**config.mk**
```make
export PLATFORM = sky130hd
export DESIGN_NAME = instr_decode_queue
export DESIGN_NICKNAME = d
export VERILOG_FILES = /design/src/rtl/instr_decode_queue.sv
export SDC_FILE = /design/constraint.sdc
export NUM_CORES = 1
export LEC_CHECK = 0
export CAP_MARGIN = 30
export CELL_PAD_IN_SITES_DETAIL_PLACEMENT = 1
export CELL_PAD_IN_SITES_GLOBAL_PLACEMENT = 1
export CORE_MARGIN = 2
export CORE_UTILIZATION = 40
export CTS_CLUSTER_DIAMETER = 80
export DETAILED_ROUTE_END_ITERATION = 10
export GPL_TIMING_DRIVEN = 1
export PLACE_DENSITY = 0.68
export SYNTH_ARGS = -nofsm -noshare
export SYNTH_HDL_FRONTEND = slang
export SYNTH_SLANG_ARGS = --single-unit
export TNS_END_PERCENT = 1
```
**constraint.sdc**
```tcl
create_clock -name clk -period 3.6 [get_ports clk]
set_input_delay 0.72 -clock clk [delete_from_list [all_inputs] [get_ports clk]]
set_output_delay 0.72 -clock clk [all_outputs]
set_load 0.005 [all_outputs]
```
**src/rtl/instr_decode_queue.sv**
```systemverilog
// Instruction queue that decodes each accepted word into its control-state number
// at push time and presents the head entry (word + state) to the consumer.
module instr_decode_queue #(
    parameter int STATE_W     = 10,
    parameter int DEPTH       = 4,
    parameter int FETCH_STATE = 1
) (
    input  logic                     clk,
    input  logic                     reset,
    input  logic                     flush,
    input  logic                     in_valid,
    input  logic [31:0]              instruction,
    output logic                     in_ready,
    output logic                     out_valid,
    input  logic                     out_ready,
    output logic [STATE_W-1:0]       state_number,
    output logic [31:0]              out_instruction,
    output logic [$clog2(DEPTH):0]   count
);

    localparam int PTR_W = $clog2(DEPTH);
    localparam int CNT_W = PTR_W + 1;

    logic [31:0]        word_mem  [DEPTH];
    logic [STATE_W-1:0] state_mem [DEPTH];
    logic [PTR_W-1:0]   rd_ptr;
    logic [PTR_W-1:0]   wr_ptr;
    logic               push;
    logic               pop;

    // Load/store state: base picked by {B,U}, then +0/+2/+post step for offset/pre/post.
    // Register-offset codes sit one above immediate ones and post-index steps by 6, not 4.
    function automatic logic [7:0] ls_code(input logic [31:0] ins, input logic reg_form);
        logic [7:0] base;
        logic [7:0] step;
        case ({ins[22], ins[23]})
            2'b11:   base = 8'd20;
            2'b10:   base = 8'd30;
            2'b01:   base = 8'd43;
            default: base = 8'd53;
        endcase
        if (!ins[24])
            step = reg_form ? 8'd6 : 8'd4;
        else if (ins[21])
            step = 8'd2;
        else
            step = 8'd0;
        ls_code = base + step + (reg_form ? 8'd1 : 8'd0) + (ins[20] ? 8'd100 : 8'd0);
    endfunction

    function automatic logic [STATE_W-1:0] decode_state(input logic [31:0] ins);
        logic [STATE_W-1:0] res;
        res = STATE_W'(FETCH_STATE);
        case (ins[27:25])
            3'b000, 3'b001: res = ins[20] ? STATE_W'(10) : STATE_W'(11);
            3'b101:         res = ins[24] ? STATE_W'(13) : STATE_W'(12);
            3'b010:         res = STATE_W'(ls_code(ins, 1'b0));
            3'b011:         if (!ins[4]) res = STATE_W'(ls_code(ins, 1'b1));
            default:        res = STATE_W'(FETCH_STATE);
        endcase
        decode_state = res;
    endfunction

    assign in_ready  = (count < CNT_W'(DEPTH)) && !flush && !reset;
    assign out_valid = (count != '0);
    assign push      = in_valid && in_ready;
    assign pop       = out_valid && out_ready;

    // Pointers and occupancy; reset outranks flush, flush drops the cycle's push/pop.
    always_ff @(posedge clk) begin
        if (reset || flush) begin
            rd_ptr <= '0;
            wr_ptr <= '0;
            count  <= '0;
        end else begin
            if (push)
                wr_ptr <= wr_ptr + PTR_W'(1);
            if (pop)
                rd_ptr <= rd_ptr + PTR_W'(1);
            if (push && !pop)
                count <= count + CNT_W'(1);
            else if (pop && !push)
                count <= count - CNT_W'(1);
        end
    end

    // Storage is never cleared; push is already gated off during reset and flush.
    always_ff @(posedge clk) begin
        if (push) begin
            word_mem[wr_ptr]  <= instruction;
            state_mem[wr_ptr] <= decode_state(instruction);
        end
    end

    assign state_number    = out_valid ? state_mem[rd_ptr] : STATE_W'(FETCH_STATE);
    assign out_instruction = out_valid ? word_mem[rd_ptr]  : 32'd0;

endmodule

```
**Word level (Yosys, flattened, before mapping)**

Memory sizes are Yosys's and may differ from the RTL's. A register that Yosys moved wholly into a read port is not among the register bits.
Cells that the tools add are included.

- Memories: 2
- Input port bits: 37
- Register bits: 7
- Memory bits (writable): 168
- Word-level logic and storage cells: 67
- Output and inout port bits: 47

Memory list:

| name | depth | bits a word | rd ports | clocked after Yosys merged registers in | wr ports | line | text |
|---|---|---|---|---|---|---|---|
| word_mem | 4 | 32 | 1 | 1 | 1 | 24 | `logic [31:0] word_mem [DEPTH];` |
| state_mem | 4 | 10 | 1 | 1 | 1 | 25 | `logic [STATE_W-1:0] state_mem [DEPTH];` |

- Order comparisons: 1
- Add/sub/neg operators: 9
- Reductions and logical operators: 15
- Muxes and demuxes: 30
- Equality and inequality tests: 7

Operators by type and width:

| kind | count |
|---|---|
| $mux 8 | 12 |
| $mux 32 | 1 |
| $pmux 8 s4 | 1 |
| $add 8x8->8 | 3 |
| $mux 10 | 2 |
| $pmux 6 s3 | 1 |
| $mux 2 | 5 |
| $mux 3 | 3 |
| $add 8x1->8 const B | 1 |
| $add 8x7->8 | 1 |
| $mux 7 | 1 |
| $eq 3x2->1 const B | 2 |
| $logic_and 1x1->1 | 6 |
| $add 2x1->2 const B | 2 |
| $eq 2x2->1 const B | 2 |
| $logic_not 1->1 | 4 |
| $mux 1 | 4 |
| $add 3x1->3 const B | 1 |
| $eq 3x1->1 const B | 1 |
| $eq 3x3->1 const B | 1 |
| $logic_not 3->1 | 1 |
| $lt 3x3->1 const B | 1 |
| $reduce_bool 3->1 | 1 |
| $sub 3x1->3 const B | 1 |
| other kinds (4) | 4 |

**Logic depth before layout (Yosys ltp)**

- Word-level depth: 11
- Depth in mapped cells: 10
- Depth with buffers taken out: 10

**Worst setup path after synthesis**

No wires, ideal clock.

- Path type: input-to-reg
- From: input instruction[22]
- To: memory state_mem[0][4], data pin
- Setup time: 179 ps
- Slack: 777 ps
- Required time: 3421 ps
- Stages: 9
- Data arrival time: 2644 ps
- Path buffers: 0
- Cells stage by stage: inv_1 > ha_1 > fa_1 > inv_1 > ha_1 > fa_1 > nor3_1 > a211oi_1 > a21oi_1

- Word-level cells in the longest chain between the ends: 11
- Elaborated cells on any way between the ends: 17
- Those cells by class: add/sub (5); eq/ne (3); mux (9)

RTL lines:

| element | line | text |
|---|---|---|
| start: declaration | 12 | `input logic [31:0] instruction,` |
| $eq 2x1->1 or $eq 2x2->1 (tied branches) | 36 | `case ({ins[22], ins[23]})` |
| $pmux 6 s3 (*) | 36 |  |
| $mux 8 | 58 | `3'b011: if (!ins[4]) res = STATE_W'(ls_code(ins, 1'b1));` |
| $mux 8 | 54 | `case (ins[27:25])` |
| $mux 8 | 89 | `if (push) begin` |
| $add 8x8->8 | 48 | `ls_code = base + step + (reg_form ? 8'd1 : 8'd0) + (ins[20] ? 8'd100 : 8'd0);` |
| $add 8x1->8 | 48 |  |
| $add 8x7->8 | 48 |  |
| $mux 8 | 58 |  |
| $pmux 8 s4 (*) | 54 |  |
| $mux 10 (*) | 89 |  |
| end: declaration | 25 |  |

Mark *: on every way between the ends. The rest lies on a longest branch, timed or not. The select of a mux whose other input is x is not followed.

**Final worst setup path**

- From: input instruction[22]
- To: memory state_mem[1][4], data pin

The elaborated chain is that of the path after synthesis.

==> metrics.txt <==
sw power=0.949 mW; skew final=around 0.0068 ns; post-cts sizing count=0; unrepaired setup endpoints after global routing=no; die area=18700 um2; final wirelength=14100 um; H-tree Lvls=4; mapped cell area=7070 um2; Routed Antenna Nets=0; CTS clk-pin slew, worst paths=0.07 ns; part of the Yosys area used for sequential elements=a little over two thirds; largest area contributor in the netlist=edfxtp_1; clk sinks=169; pin slew with the least headroom to its limit=0.597 ns; worst r2r src=count[2]$_SDFFE_PP0P_; Yosys warnings=0; Seq pwr share=50.1%; Netlist cell types=36; CTS Hold Bufs=0; CTS root buffer=clkbuf_16; Area growth, synth to finish=24.9%; port bufs=81; status=complete, no violations; Final period util=88.5%; post-route minimum period=3.19 ns; DR vias=roughly 3700; Critical Path RT=3.83 ns; Synth Flop Type=edfxtp_1; CP arrival=3.42 ns; Final Setup Violations=0; Mapped Cells=376; grt ovf=0; initial antenna violation count=0; Die X=137 um; max cap viols=0; share of layout cells above drive strength 1=just under 20%; max-slew violations=0; Final TNS setup=0 ns; Crit Path Category=in -> reg; DPL Wire Length=~9100 um; num rows=48; crit end category=flip-flop; post-synthesis average cell area=18.8 um2; vias in the first global route=4013; Post-synth EDFFs=160; Slew HR=between 60% and 70%; CP startpoint=instruction[22]; total global-route track usage=16.3%; first-pass GRT wire length=22300 um; Die H=between 100 and 150 um; Initial Utilization=40.9%; pre-CTS setup slack=-0.0131 ns; I/O pin count=84; synthesis-stage register bit count=169; Final #Nets=535; DRT Pass-1 Iters=4; most frequent cells in the layout=160 x edfxtp_1, 81 x clkdlybuf4s50_1, 40 x and2_1, 40 x mux4_2, 18 x ha_1; top-area cell type share of the netlist area=68.0%; static leakage=2.91 nW; Hold WS=roughly 0.54 ns; diode count=0; PD cells=around 500 nW/um2; Final Total Pwr=4.36 mW; largest cells by area after synthesis=edfxtp_1 68%, mux4_2 13%, and2_1 3.5%, ha_1 3.2%, dfxtp_1 2.5%; Gate power share=approximately 8.4%; final hold vios=0; Peak VDD IR=351 uV; Final WS setup=0.413 ns; DR vias/cell=5.15; Max Clock Freq=approximately 310 MHz; Async SR Flop Fraction=0%; gpl congestion=0.797; CTS tree=built; Internal=3.41 mW; 1st-iter DRT viols=179; clock network power share=about 42%; Sw Ratio=a little over a fifth; Inst Count DP=682; Hold WC Path Type=reg -> reg; Hold Startpoint=rd_ptr[1]$_SDFFE_PP0P_; critical path fanouts, max=5; commonest non-fill, non-tap cell in the layout=edfxtp_1; wire per inst=19.7 um; DRC errors left=0; non-filler cells in the finished layout=714; Setup Buffers After CTS=0; largest net degree at the start of global routing=31; Clk Latency, worst-skew pair=0.42 ns; CTS Buf Count=17; CTS max path bufs=2; Setup crit start kind=primary input; total core area=17300 um2
-- registers in the layout, summed over array words and instances (netlist names), named ones only --
name,cells
rd_ptr,2
wr_ptr,2
state_mem,32
count,3
word_mem,128
-- synth_stat cells, types with 5 or more instances --
| cell | n |
|---|---|
| edfxtp_1 | 160 |
| and2_1 | 40 |
| mux4_2 | 40 |
| ha_1 | 18 |
| inv_1 | 14 |
| nor2_1 | 12 |
| dfxtp_1 | 9 |
| o21ai_0 | 9 |
| a21oi_1 | 6 |
| buf_6 | 6 |
| clkbuf_1 | 5 |
| nand2_1 | 5 |
-- per-stage QoR --
step,cell area (um2),utilization [%]
floorplan,7070,-
global placement,8240,47.6
detailed placement,8240,47.6
CTS,8830,51.0
global route,8830,51.0
finish,8830,51.0
-- worst paths after layout --
| path | endpoint | slack, ns | depth (start not counted) |
|---|---|---|---|
| hold / removal | flip-flop | 0.54 | 2 |
| setup / recovery | state_mem[1][4]$_DFFE_PP_ | 0.41 | 10 |
| hold reg to reg | flip-flop | 0.54 | 2 |
| setup reg to reg | count[2]$_SDFFE_PP0P_ | 0.95 | 10 |
-- cell families after synthesis --
| family | Yosys count | share of synthesized area [%] |
|---|---|---|
| AO/OA/AOI/OAI | 28 | 2.50 |
| AND/OR/NAND/NOR | 76 | 6.30 |
| other | 1 | 0.0531 |
| flip-flops | 169 | 70.5 |
| adder cells (fa/ha/maj) | 22 | 4.32 |
| buffers and inverters | 31 | 2.39 |
| multiplexers | 43 | 13.2 |
| XOR/XNOR | 6 | 0.743 |
-- final cells by class --
class,count,area [um2]
Tap cell,225,282
Sequential cell,169,4990
Timing Repair Buffer,97,993
Fill cell,1614,8470
Clock inverter,14,163
Clock buffer,18,429
Multi-Input combinational cell,177,1920
Inverter,14,52.6
-- power by group through the flow --
stage                     logic (mW)  clock network (mW)  registers, mW
after global placement         0.365                   0           2.23
after floorplan                0.178                   0           2.22
after global routing           0.406                1.92           2.19
after detailed placement       0.372                   0           2.23
final                          0.367                1.81           2.18
after CTS                      0.375                1.84           2.18
-- critical path: stages --
cell and delay, ns:
clkdlybuf4s50_1 0.54, inv_1 0.11, ha_1 0.23, fa_1 0.48, inv_1 0.08, ha_1 0.23, fa_1 0.44, nor3_1 0.24
a211oi_1 0.09, a21oi_1 0.24
-- metal layers --
metal / vias up / share of wire, % / track usage [%]
met4: 0 / 1.9 / 6.07
met2: 80 / 52 / 27.8
met5: - / 0 / 0
met3: 19 / 3.7 / 3.26
li1: 1659 / - / -
met1: 1919 / 43 / 20.6
No activity file was read; power rests on OpenSTA's default activity.
